$ cat src/rtl/sra_pkg.sv
// Shared definitions for the SRA control path: FSM states, control-word
// field layout, AU opcodes and the per-state control words.
package sra_pkg;

  // Control word width; the datapath decodes exactly this many bits.
  localparam int CW_WIDTH = 20;

  typedef logic [CW_WIDTH-1:0] cw_t;
  typedef logic [1:0]          au_op_t;

  // Register write enables, MSB first.
  localparam int W_R1_BIT    = 19;
  localparam int W_R2_BIT    = 18;
  localparam int W_R3_BIT    = 17;
  localparam int W_R4_BIT    = 16;
  localparam int W_R5_BIT    = 15;

  // Multiplexer selects.
  localparam int S0_R1_BIT   = 14;
  localparam int S1_R1_BIT   = 13;
  localparam int S0_R2_BIT   = 12;
  localparam int S1_R2_BIT   = 11;
  localparam int S0_BAU1_BIT = 10;
  localparam int S1_BAU1_BIT = 9;
  localparam int S0_R5_BIT   = 8;
  localparam int S1_R5_BIT   = 7;
  localparam int S0_AAU2_BIT = 6;
  localparam int S1_AAU2_BIT = 5;

  // Opcode fields (LSB positions, 2 bits each) and output enable.
  localparam int AU1_LSB     = 3;
  localparam int AU2_LSB     = 1;
  localparam int OE_BIT      = 0;

  // AU1 opcodes.
  localparam au_op_t AU1_ABS = 2'b00;  // |B|
  localparam au_op_t AU1_MAX = 2'b01;  // max(A,B)
  localparam au_op_t AU1_MIN = 2'b10;  // min(A,B)
  localparam au_op_t AU1_A   = 2'b11;  // pass A

  // AU2 opcodes.
  localparam au_op_t AU2_ADD = 2'b00;  // A+B
  localparam au_op_t AU2_SUB = 2'b01;  // A-B
  localparam au_op_t AU2_MAX = 2'b10;  // max(A,B)
  localparam au_op_t AU2_B   = 2'b11;  // pass B

  // One micro-step per state, visited in declaration order after IDLE.
  typedef enum logic [3:0] {
    ST_IDLE = 4'd0,
    ST_LOAD = 4'd1,
    ST_ABS1 = 4'd2,
    ST_ABS2 = 4'd3,
    ST_MAXX = 4'd4,
    ST_MINY = 4'd5,
    ST_SUB  = 4'd6,
    ST_ADD  = 4'd7,
    ST_MAX2 = 4'd8,
    ST_DONE = 4'd9
  } state_t;

  // Single-bit control-word mask.
  function automatic cw_t cw_bit(input int pos);
    return cw_t'(1) << pos;
  endfunction

  // Opcode placed into its field.
  function automatic cw_t cw_op(input au_op_t op, input int lsb);
    return cw_t'(op) << lsb;
  endfunction

  // Per-state control words, assembled from the field positions so the
  // layout is described once.
  localparam cw_t CW_IDLE = '0;
  localparam cw_t CW_LOAD = cw_bit(W_R1_BIT) | cw_bit(W_R2_BIT)
                          | cw_bit(S0_R1_BIT) | cw_bit(S0_R2_BIT);            // 0xC5000
  localparam cw_t CW_ABS1 = cw_bit(W_R1_BIT) | cw_bit(S1_R1_BIT)
                          | cw_bit(S0_BAU1_BIT) | cw_op(AU1_ABS, AU1_LSB);    // 0x82400
  localparam cw_t CW_ABS2 = cw_bit(W_R2_BIT) | cw_bit(S1_R2_BIT)
                          | cw_bit(S1_BAU1_BIT) | cw_op(AU1_ABS, AU1_LSB);    // 0x40A00
  localparam cw_t CW_MAXX = cw_bit(W_R4_BIT) | cw_bit(W_R5_BIT)
                          | cw_bit(S0_R5_BIT) | cw_bit(S1_BAU1_BIT)
                          | cw_op(AU1_MAX, AU1_LSB);                          // 0x18308
  localparam cw_t CW_MINY = cw_bit(W_R3_BIT) | cw_bit(S1_BAU1_BIT)
                          | cw_op(AU1_MIN, AU1_LSB);                          // 0x20210
  localparam cw_t CW_SUB  = cw_bit(W_R5_BIT) | cw_bit(S1_R5_BIT)
                          | cw_bit(S0_AAU2_BIT) | cw_op(AU2_SUB, AU2_LSB);    // 0x080C2
  localparam cw_t CW_ADD  = cw_bit(W_R5_BIT) | cw_bit(S1_R5_BIT)
                          | cw_bit(S1_AAU2_BIT) | cw_op(AU2_ADD, AU2_LSB);    // 0x080A0
  localparam cw_t CW_MAX2 = cw_bit(W_R5_BIT) | cw_bit(S1_R5_BIT)
                          | cw_bit(S0_AAU2_BIT) | cw_op(AU2_MAX, AU2_LSB);    // 0x080C4
  localparam cw_t CW_DONE = cw_bit(OE_BIT);                                  // 0x00001

endpackage

$ cat src/rtl/sra_controller_if.sv
// Handshake and control-word bundle between the SRA requester, the
// controller and the datapath.
interface sra_controller_if;
  logic            start;
  logic            busy;
  logic            done;
  sra_pkg::cw_t    ctrl_word;

  // Requester side: raises start, watches busy/done and the control word.
  modport master (
    output start,
    input  busy,
    input  done,
    input  ctrl_word
  );

  // Controller side.
  modport slave (
    input  start,
    output busy,
    output done,
    output ctrl_word
  );
endinterface

$ cat src/rtl/sra_controller.sv
// Sequencing FSM for the square-root-approximation datapath. One micro-step
// per clock; all outputs are decoded from the registered state only.
module sra_controller
  import sra_pkg::*;
(
  input  logic              clk,
  input  logic              rst,
  sra_controller_if.slave   bus
);

  state_t state_reg;
  state_t state_next;
  cw_t    ctrl_word_next;
  logic   busy_next;
  logic   done_next;

  // State register; reset wins over any pending start.
  always_ff @(posedge clk) begin
    if (rst) begin
      state_reg <= ST_IDLE;
    end else begin
      state_reg <= state_next;
    end
  end

  // Next-state and Moore output decode. start only matters in IDLE/DONE,
  // and it feeds state_next only, never the outputs.
  always_comb begin
    state_next     = state_reg;
    ctrl_word_next = CW_IDLE;
    busy_next      = 1'b1;
    done_next      = 1'b0;
    unique case (state_reg)
      ST_IDLE: begin
        busy_next  = 1'b0;
        state_next = bus.start ? ST_LOAD : ST_IDLE;
      end
      ST_LOAD: begin
        ctrl_word_next = CW_LOAD;
        state_next     = ST_ABS1;
      end
      ST_ABS1: begin
        ctrl_word_next = CW_ABS1;
        state_next     = ST_ABS2;
      end
      ST_ABS2: begin
        ctrl_word_next = CW_ABS2;
        state_next     = ST_MAXX;
      end
      ST_MAXX: begin
        ctrl_word_next = CW_MAXX;
        state_next     = ST_MINY;
      end
      ST_MINY: begin
        ctrl_word_next = CW_MINY;
        state_next     = ST_SUB;
      end
      ST_SUB: begin
        ctrl_word_next = CW_SUB;
        state_next     = ST_ADD;
      end
      ST_ADD: begin
        ctrl_word_next = CW_ADD;
        state_next     = ST_MAX2;
      end
      ST_MAX2: begin
        ctrl_word_next = CW_MAX2;
        state_next     = ST_DONE;
      end
      ST_DONE: begin
        ctrl_word_next = CW_DONE;
        done_next      = 1'b1;
        // Back-to-back: go straight to LOAD so OE is low in that cycle.
        state_next     = bus.start ? ST_LOAD : ST_IDLE;
      end
      default: begin
        // Unused encodings fall back to IDLE.
        busy_next  = 1'b0;
        state_next = ST_IDLE;
      end
    endcase
  end

  assign bus.ctrl_word = ctrl_word_next;
  assign bus.busy      = busy_next;
  assign bus.done      = done_next;

endmodule

$ cat src/flat_wrapper.sv
// flat-port wrapper written by rule: the top's interface ports become plain ports
module sra_controller_flat import sra_pkg::*;
  (clk, rst, bus_start, bus_busy, bus_done, bus_ctrl_word);
  sra_controller_if bus_i ();
  input  logic clk;
  input  logic rst;
  input wire logic [$bits(bus_i.start)-1:0] bus_start;
  output wire logic [$bits(bus_i.busy)-1:0] bus_busy;
  output wire logic [$bits(bus_i.done)-1:0] bus_done;
  output wire logic [$bits(bus_i.ctrl_word)-1:0] bus_ctrl_word;
  assign bus_i.start = bus_start;
  assign bus_busy = bus_i.busy;
  assign bus_done = bus_i.done;
  assign bus_ctrl_word = bus_i.ctrl_word;
  sra_controller u_core (.clk(clk), .rst(rst), .bus(bus_i));
endmodule
$ cat config.mk
export PLATFORM = sky130hd
export DESIGN_NAME = sra_controller_flat
export DESIGN_NICKNAME = d
export VERILOG_FILES = /design/src/rtl/sra_pkg.sv /design/src/rtl/sra_controller_if.sv /design/src/rtl/sra_controller.sv /design/src/flat_wrapper.sv
export SDC_FILE = /design/constraint.sdc
export NUM_CORES = 1
export LEC_CHECK = 0
export ABC_AREA = 1
export CAP_MARGIN = 20
export CORE_AREA = 2 2 39 41
export CTS_CLUSTER_DIAMETER = 100
export DETAILED_ROUTE_END_ITERATION = 7
export DIE_AREA = 0 0 41 43
export PLACE_DENSITY_LB_ADDON = 0.05
export REMOVE_ABC_BUFFERS = 1
export SLEW_MARGIN = 25
export SYNTH_ARGS = -nofsm -noshare
export SYNTH_HDL_FRONTEND = slang
export SYNTH_SLANG_ARGS = --single-unit
$ cat constraint.sdc
create_clock -name clk -period 1.3 [get_ports clk]
set_input_delay 0.325 -clock clk [delete_from_list [all_inputs] [get_ports clk]]
set_output_delay 0.325 -clock clk [all_outputs]
set_load 0.01 [all_outputs]
==> results.md <==
- Crit end category: output pin
- Routed Antenna Nets: 0
- Pleak: ~0.46 nW
- Fin. Hold Viols: 0
- Unrepaired setup endpoints after global routing: true
- Crit path kind: flop to output pin
- Rel. slew slack: 0.899
- Adder-cell share of the synthesized area: 0
- Clk Latency, worst-skew pair: ~240 ps
- Register bit total from synthesis: 4
- Slew @ Worst Pin: between 150 and 200 ps
- First-pass GRT wire length: 1820 um
- Worst hold stages: 1
- GRT Overall Usage: 0.151
- EDFF count, synth: 0
- Worst vdd ir: 0.500 mV
- Initial antenna violation count: 0
- Core area: ~1400 um^2
- Final wirelength: between 1000 and 1500 um
- Clock transition at the registers of the reported paths: approximately 40 ps
- Vias per Instance: 4.23
- Setup_tns: -2660 ps
- Area leader, netlist: dfxtp_1
- FF-to-FF path depth: 9
- # setup viols final: 22
- Hold slack: about 520 ps
- Initial Util: 0.239
- Synth Area in Compound Gates: 0.0644
- Crit path arrival time: 1170 ps
- Max clock buf depth: 2
- Mapped Cells: 60
- Min Clock Period, post-route: roughly 1500 ps
- CP Max Fanout: 6
- Synth Area in XOR/XNOR: 0
- Pwr/cell area: 835 nW/um^2
- Drt pass-1 iters: 3
- Drt first-iter violations: 3
- Fin Clk Skew: ~0.13 ps
- Die X: between 40 and 50 um
- Status: finished with violations
- Share of cells above drive strength 1: 0.768
- CTS tree: yes
- Main flop type after synthesis: dfxtp_1
- Syn avg cell area: between 5 and 6 um^2
- Largest family of logic cells by synthesized area: simple AND/OR/NAND/NOR gates
- MaxCap Viol Count: 0
- Tightest Hold Check Type: flop to flop
- Die Ht: 43 um
- Max FFs per register: 4
- # DRC: 0
- Simple-gate share of the synthesized area: 0.443
- Max H-tree Level: 1
- Cell variety after synth: 13
- Post-synthesis mux area share: 0
- Crit path required time: around 980 ps
- Fraction of the yosys area taken by sequential cells: 0.242
- Area share of the largest cell type after synthesis: 0.242
- Synth warn: 0
- Hold_buf cts: 0
- Port bufs: 24
- Final Max Tran Viols: 0
- Final WS setup: -192 ps
- Vias in the first global route: ~440
- Failing checks: setup timing
- Fmax: between 600 and 700 MHz
- Setup WS pre-CTS: -441 ps
- Clock sink count: 4
- Avg WL per Cell: between 9 and 10 um
- Top area cells in the synthesized netlist: dfxtp_1, nor2_1, nand2_1
- Critical path launch point type: flop
- # rows: 14
- Root Driver: clkbuf_4
- Post-synth ARST share: 0
- Mapped cell area: 330 um^2
- Syn-to-layout area delta: 141%
- Via count: 487
- Grt ovf: 0
- Inserted Clock Buffers: 3
- GPL Wtd Cong: a little under 0.8
- DP Wirelength: 800 um
- Fin nets: roughly 100
- Largest net degree at the start of global routing: 7
- Top post-synthesis cells by count: nor2_1, nand2_1, inv_1, buf_4, dfxtp_1
- ANT cells: 0
- Ports: 25
- Total die area: around 1800 um^2
- Most common cell in the netlist: nor2_1
- Final worst path period share: 1.15
- FILL cells: ~140
## report_power, final
group	leakage (nW)	internal [mW]	switching, mW
clock	0.0138	0.104	0.0549
combinational	0.406	0.183	0.155
sequential	0.0356	0.136	0.0301
total	0.456	0.423	0.240
## through the flow
stage / cell area (um^2) / cells / util / power, mW
3_5_place_dp: 651 / 108 / 0.470 / 0.444
3_3_place_gp: 651 / 108 / 0.470 / 0.445
4_1_cts: 752 / 114 / 0.543 / 0.644
6_report: 795 / 115 / 0.574 / 0.663
2_1_floorplan: 293 / 55 / - / 0.268
5_1_grt: 795 / 115 / 0.574 / 0.718
## path summary, 6_finish.rpt
kind,slack [ps],end,from
worst min register to register,520,u_core.state_reg[1],u_core.state_reg[3]
worst max register to register,20,u_core.state_reg[0],u_core.state_reg[1]
worst max-delay path,-190,bus_ctrl_word[15],u_core.state_reg[1]
worst min-delay path,520,u_core.state_reg[1],u_core.state_reg[3]
## worst max-delay path, stage by stage (launching register included)
cell and delay (ps):
dfxtp_4 390, inv_2 50, nor2_4 110, nand2_2 70
inv_2 70, nor2_2 40, nand3_1 60, buf_2 130
## cell families (layout without fill, tap and decap cells)
family	count (synthesis)	in the layout
simple gates	35	35
buf+inv	17	56
compound gates	4	4
flops	4	4
## per-layer routing
metal | GRT usage | vias up | routed length [um]
li1 | - | 255 | -
met1 | 0.196 | 220 | 453
met2 | 0.222 | 10 | 592
met3 | 0.0314 | 2 | 44
met4 | 0.0800 | 0 | 21
met5 | 0 | - | 0
## placed cells by master, fill, tap and decap left out, types with 2 or more instances in the layout
cell / Yosys / final
inv_1: 11 / 3
buf_2: 0 / 12
dfxtp_4: 0 / 4
buf_6: 0 / 16
nor2_4: 0 / 6
buf_4: 5 / 11
nor2_2: 3 / 4
inv_2: 1 / 7
clkdlybuf4s50_1: 0 / 2
o21ai_1: 0 / 2
nand2_1: 13 / 5
clkbuf_4: 0 / 3
nor2_1: 15 / 8
nand2_2: 2 / 6
nand2_4: 0 / 4
## layout make-up
cell class | instances | area, um^2 | area share
Sequential cell | 4 | 95.1 | 0.120
Timing Repair Buffer | 41 | 343 | 0.431
Multi-Input combinational cell | 39 | 262 | 0.329
Inverter | 12 | 52.6 | 0.0661
Clock buffer | 3 | 22.5 | 0.0283
Tap cell | 16 | 20.0 | 0.0252
## what timing repair did
action / in CTS / in global routing
buffers inserted: 3 / 1
setup endpoints to repair: 22 / 22
hold endpoints to repair: 0 / 0
gates resized for setup: 142 / 9
pin swaps: 12 / 7
No activity file was read; power rests on OpenSTA's default activity.
